## src/rtl/pipe_ctrl.sv

```systemverilog
// Pipeline hazard controller: stall/flush/enable generation, data-memory stall and halt drain FSM.
// Enables and flushes are combinational in state and inputs; state and stall counter are registered.
module pipe_ctrl (
  input  logic        clk,
  input  logic        rst,
  input  logic        imem_stall,
  input  logic        dmem_stall,
  input  logic        dmem_done,
  input  logic        ex_mem_MemEn,
  input  logic        id_ex_MemEn,
  input  logic        id_ex_MemWr,
  input  logic        id_ex_RegWriteEN,
  input  logic [2:0]  id_ex_dst_reg_num,
  input  logic [2:0]  if_id_rs,
  input  logic        if_id_rs_valid,
  input  logic [2:0]  if_id_rt,
  input  logic        if_id_rt_valid,
  input  logic        branch_taken,
  input  logic        halt_in,
  output logic        pc_en,
  output logic        if_id_en,
  output logic        id_ex_en,
  output logic        ex_mem_en,
  output logic        mem_wb_en,
  output logic        if_id_flush,
  output logic        id_ex_flush,
  output logic        mem_wb_flush,
  output logic        halted,
  output logic [1:0]  state,
  output logic [15:0] stall_cnt
);

  typedef enum logic [1:0] {
    RUN    = 2'b00,
    DSTALL = 2'b01,
    DRAIN  = 2'b10,
    HALTED = 2'b11
  } state_t;

  state_t      r_state;
  state_t      w_next;
  logic [15:0] r_stall_cnt;
  logic        w_rs_hit;
  logic        w_rt_hit;
  logic        w_load_use;
  logic        w_dmem_hold;
  logic        w_count;

  assign w_rs_hit    = if_id_rs_valid && (if_id_rs == id_ex_dst_reg_num);
  assign w_rt_hit    = if_id_rt_valid && (if_id_rt == id_ex_dst_reg_num);
  assign w_load_use  = id_ex_MemEn && !id_ex_MemWr && id_ex_RegWriteEN && (w_rs_hit || w_rt_hit);
  assign w_dmem_hold = dmem_stall && ex_mem_MemEn;

  always_comb begin
    pc_en        = 1'b1;
    if_id_en     = 1'b1;
    id_ex_en     = 1'b1;
    ex_mem_en    = 1'b1;
    mem_wb_en    = 1'b1;
    if_id_flush  = 1'b0;
    id_ex_flush  = 1'b0;
    mem_wb_flush = 1'b0;
    halted       = 1'b0;
    w_next       = r_state;

    case (r_state)
      RUN: begin
        // Priority order matters: halt beats a data stall, which beats all front-end hazards.
        if (halt_in) begin
          pc_en     = 1'b0;
          if_id_en  = 1'b0;
          id_ex_en  = 1'b0;
          ex_mem_en = 1'b0;
          w_next    = DRAIN;
        end else if (w_dmem_hold) begin
          pc_en        = 1'b0;
          if_id_en     = 1'b0;
          id_ex_en     = 1'b0;
          ex_mem_en    = 1'b0;
          mem_wb_flush = 1'b1;
          w_next       = DSTALL;
        end else if (branch_taken) begin
          if_id_flush = 1'b1;
          id_ex_flush = 1'b1;
        end else if (w_load_use) begin
          pc_en       = 1'b0;
          if_id_en    = 1'b0;
          id_ex_flush = 1'b1;
        end else if (imem_stall) begin
          pc_en       = 1'b0;
          if_id_flush = 1'b1;
        end
      end
      DSTALL: begin
        // Front-end hazards are deliberately ignored on the release cycle.
        if (dmem_done) begin
          w_next = RUN;
        end else begin
          pc_en        = 1'b0;
          if_id_en     = 1'b0;
          id_ex_en     = 1'b0;
          ex_mem_en    = 1'b0;
          mem_wb_flush = 1'b1;
        end
      end
      DRAIN: begin
        pc_en     = 1'b0;
        if_id_en  = 1'b0;
        id_ex_en  = 1'b0;
        ex_mem_en = 1'b0;
        w_next    = HALTED;
      end
      HALTED: begin
        pc_en     = 1'b0;
        if_id_en  = 1'b0;
        id_ex_en  = 1'b0;
        ex_mem_en = 1'b0;
        mem_wb_en = 1'b0;
        halted    = 1'b1;
      end
      default: w_next = RUN;
    endcase

    if (!rst) begin
      pc_en        = 1'b0;
      if_id_en     = 1'b0;
      id_ex_en     = 1'b0;
      ex_mem_en    = 1'b0;
      mem_wb_en    = 1'b0;
      if_id_flush  = 1'b1;
      id_ex_flush  = 1'b1;
      mem_wb_flush = 1'b1;
      halted       = 1'b0;
      w_next       = RUN;
    end
  end

  assign w_count = !pc_en && ((r_state == RUN) || (r_state == DSTALL)) && (r_stall_cnt != 16'hFFFF);

  always_ff @(posedge clk) begin
    if (!rst) begin
      r_state     <= RUN;
      r_stall_cnt <= 16'h0000;
    end else begin
      r_state <= w_next;
      if (w_count) r_stall_cnt <= r_stall_cnt + 16'd1;
    end
  end

  assign state     = r_state;
  assign stall_cnt = r_stall_cnt;

endmodule

```

## config.mk

```make
export PLATFORM = sky130hd
export DESIGN_NAME = pipe_ctrl
export DESIGN_NICKNAME = d
export VERILOG_FILES = /design/src/rtl/pipe_ctrl.sv
export SDC_FILE = /design/constraint.sdc
export NUM_CORES = 1
export LEC_CHECK = 0
export CORE_ASPECT_RATIO = 0.75
export CORE_MARGIN = 8
export CORE_UTILIZATION = 46
export CTS_CLUSTER_SIZE = 20
export DETAILED_ROUTE_END_ITERATION = 6
export GPL_TIMING_DRIVEN = 0
export PLACE_DENSITY = 0.91
export SLEW_MARGIN = 20
export SYNTH_ARGS = -nofsm -noshare
export SYNTH_HDL_FRONTEND = slang
export SYNTH_SLANG_ARGS = --single-unit
export TNS_END_PERCENT = 50
```

## constraint.sdc

```tcl
create_clock -name clk -period 3.3 [get_ports clk]
set_input_delay 0.66 -clock clk [delete_from_list [all_inputs] [get_ports clk]]
set_output_delay 0.66 -clock clk [all_outputs]
set_load 0.005 [all_outputs]
```

==> results.sh <==
export IMPL_cp_slowest_cell="sky130_fd_sc_hd__clkdlybuf4s50_1"
export IMPL_path_common_cell="sky130_fd_sc_hd__clkdlybuf4s50_1"
export IMPL_final_setup_skew_ns=0.00303
export IMPL_total_negative_setup_slacks_ns=0
export IMPL_critical_path_n_buffers_inverters=3
export IMPL_antenna_cells=0
export IMPL_areaGrowthSynthToFinish_pct=46.9
export IMPL_dieHeight_microns=60.2
export IMPL_detailedPlacementHpwl_mm=2.78
export IMPL_max_slew_worst_pin_slew_ns=0.450
export IMPL_port_buffers=48
export IMPL_max_cap_violations=0
export IMPL_cts_root_to_sink_buffers=2
export IMPL_worstPathRequired_ns=2.64
export IMPL_critical_path_top_delay_family="buffers and inverters"
export IMPL_startpoint_type="primary input"
export IMPL_detail_route_drc_violations=0
export IMPL_post_synth_instance_area_sq_um=1200
export IMPL_cts_buf_count=3
export IMPL_finalWirelength_mm=3.54
export IMPL_core_sq_um=2540
export IMPL_first_global_vias=1254
export IMPL_drt_pre_antenna_iters=4
export IMPL_timing_final_setup_violations=0
export IMPL_cts_root_buffer_cell="sky130_fd_sc_hd__clkbuf_4"
export IMPL_cts_hold_buf=0
export IMPL_ys_dominant_reg_cell="sky130_fd_sc_hd__dfxtp_1"
export IMPL_globalplace_congestion=0.758
export IMPL_wl_per_cell_microns=15.2
export IMPL_clkPwrFrac=0.176
export IMPL_grt_max_degree=11
export IMPL_synth_cell_types=34
export IMPL_final_cells=233
export IMPL_worst_r2r_endpoint="stall_cnt[0]$_SDFFE_PN0P_"
export IMPL_floorplan_initialDensity=0.471
export IMPL_yosys_warnings=0
export IMPL_crit_reg2reg_launch="state[0]$_SDFFE_PN0P_"
export IMPL_io_pins=49
export IMPL_maxClockFrequency_mhz=314
export IMPL_grt_overflow_total=0
export IMPL_drt_iter0_drc=92
export IMPL_cp_arrival_ns=2.52
export IMPL_pwr_share_seq=0.330
export IMPL_path_class="primary input to output port"
export IMPL_vdd_drop_max_mv=0.311
export IMPL_finalCritPeriodShare=0.964
export IMPL_cts_tree="done"
export IMPL_fin_util=0.692
export IMPL_place_ws_ns=0.103
export IMPL_ant_nets=0
export IMPL_ff2ff_path_depth=10
export IMPL_min_delay_worst_endpoint="stall_cnt[13]$_SDFFE_PN0P_"
export IMPL_final_hold_worst_slack_ns=0.516
export IMPL_fp_dieArea_sq_um=4510
export IMPL_viasPerCell=5.45
export IMPL_synth_nets=174
export IMPL_initial_antenna_violation_count=0
export IMPL_cp_cell_sequence="clkdlybuf4s50_1, clkbuf_1, and2_1, nor2b_1, clkdlybuf4s50_1"
export IMPL_dpl_cell_count=229
export IMPL_clkTransAtPathRegs_ns=0.11
export IMPL_postSynth_asyncResetShare=0
export IMPL_power_leakage_nw=0.631
export IMPL_post_synthesis_sequential_area_ratio=0.301
export IMPL_insertion_delay_ns=0.30
export IMPL_synthesis_instances=145
export IMPL_hold_class="flop to flop"
export IMPL_timing_slew_headroom=0.700
export IMPL_number_of_enable_flip_flop_cells_after_synthesis=0
export IMPL_timing_final_max_slew_violations=0
export IMPL_core_rowCount=16
export IMPL_synth_seq_cells=18
export IMPL_die_w_microns=74.9
export IMPL_switching_power_mw=0.308
export IMPL_path_max_fanout=10
export IMPL_setup_worst_path_end_class="output port"
export IMPL_vias=1271
export IMPL_cts_post_setup_buffers_inserted=0
export IMPL_cts_htree_levels=1
export IMPL_hold_viol_final=0
export IMPL_p_int_mw=0.505
export IMPL_syn_avg_cell_area_sq_um=8.26
export IMPL_grt_setup_unrepaired="false"
export IMPL_share_comb_of_total_power=0.494
export IMPL_hold_depth=2
export IMPL_cts_repair_resized=0
export IMPL_layout_setup_ws_ns=0.118
export IMPL_gr_usage_all_layers=0.163
export IMPL_grt_first_pass_wirelength_mm=5.67
export IMPL_p_per_area_nw_per_um2=462
export IMPL_final_critical_path_required_period_ns=3.18
export IMPL_clock_sinks=18
export IMPL_postLayoutCellArea_sq_um=1760
export IMPL_fin_total_pwr_mw=0.813
export IMPL_r2r_setup_slack_ns=1.04
export IMPL_switching_share=0.379
export IMPL_final_layout_size_suffix_gt1_frac=0.0609
export IMPL_final_net_count=227
export IMPL_outcome="completed"
export IMPL_placed_cell_area_sq_um=1720
export IMPL_worst_path_largest_cell_delay_ns=0.59
export IMPL_start_point_of_the_worst_min_delay_path="stall_cnt[13]$_SDFFE_PN0P_"
[state kept, by name, indices dropped and copies added (netlist names)]
signal / count
state: 2
stall_cnt: 16
[power groups by stage]
stage	Combinational (mW)	Clock (mW)	Sequential, mW
6_report	0.401	0.143	0.268
5_1_grt	0.440	0.152	0.273
4_1_cts	0.400	0.142	0.268
3_5_place_dp	0.394	0	0.274
3_3_place_gp	0.381	0	0.270
2_1_floorplan	0.237	0	0.268
[layout make-up]
| cell class | count | area (sq um) |
|---|---|---|
| Tap cell | 36 | 45.0 |
| Timing Repair Buffer | 48 | 480 |
| Clock buffer | 4 | 36.3 |
| Fill cell | 201 | 783 |
| Inverter | 7 | 26.3 |
| Multi-Input combinational cell | 115 | 779 |
| Buffer | 5 | 31.3 |
| Sequential cell | 18 | 360 |
[cells by family after synthesis]
group / synth area share
fa+ha+maj: 0.0731
compound gates: 0.206
simple gates: 0.274
buf+inv: 0.0481
flops: 0.301
xor+xnor: 0.0731
mux: 0.0251
[tightest hold or removal path: cells and delay by family, from the launching register on]
| family | cells | cell delay, ns |
|---|---|---|
| and+or+nand+nor | 1 | 0.06 |
| DFF | 1 | 0.36 |
| muxes | 1 | 0.06 |
[synth_stat cells, drive strengths merged, types with 4 or more instances]
| library cell | instances | area (sq um) |
|---|---|---|
| dfxtp | 18 | 360 |
| nand2 | 13 | 48.8 |
| a21oi | 12 | 63.8 |
| nor2 | 10 | 37.5 |
| nand3 | 9 | 45.0 |
| o21ai | 9 | 48.8 |
| ha | 7 | 87.6 |
| inv | 7 | 26.3 |
| xnor2 | 6 | 52.6 |
| nand4 | 5 | 31.3 |
| o31ai | 5 | 37.5 |
| or4 | 5 | 37.5 |
| and3 | 4 | 35.0 |
| o211ai | 4 | 30.0 |
| or3 | 4 | 25.0 |
| xor2 | 4 | 35.0 |
[worst max path at each step]
stage	start	to	depth (start not counted)	slack (ns)
2_1_floorplan	id_ex_dst_reg_num[0]	stall_cnt[10]$_SDFFE_PN0P_	7	1.29
3_3_place_gp	rst	if_id_en	5	0.15
3_5_place_dp	rst	if_id_en	5	0.10
4_1_cts	rst	if_id_en	5	0.09
5_1_grt	rst	if_id_en	5	0.02
6_report	rst	if_id_en	5	0.12
[layout by cell type, fill, tap and decap left out, types with 6 or more instances in the layout]
master / n
sky130_fd_sc_hd__inv_1: 7
sky130_fd_sc_hd__nand3_1: 9
sky130_fd_sc_hd__dfxtp_1: 18
sky130_fd_sc_hd__nand2_1: 13
sky130_fd_sc_hd__o21ai_0: 8
sky130_fd_sc_hd__nor2_1: 10
sky130_fd_sc_hd__a21oi_1: 11
sky130_fd_sc_hd__ha_1: 7
sky130_fd_sc_hd__clkdlybuf4s50_1: 48
sky130_fd_sc_hd__xnor2_1: 6
[per-layer routing]
layer	vias up	share of wire	global-route usage
met3	8	0.073	0.0503
li1	631	-	-
met1	589	0.40	0.176
met2	43	0.50	0.285
met4	0	0.022	0.0667
met5	-	0	0
(Power assumes the default switching activity.)
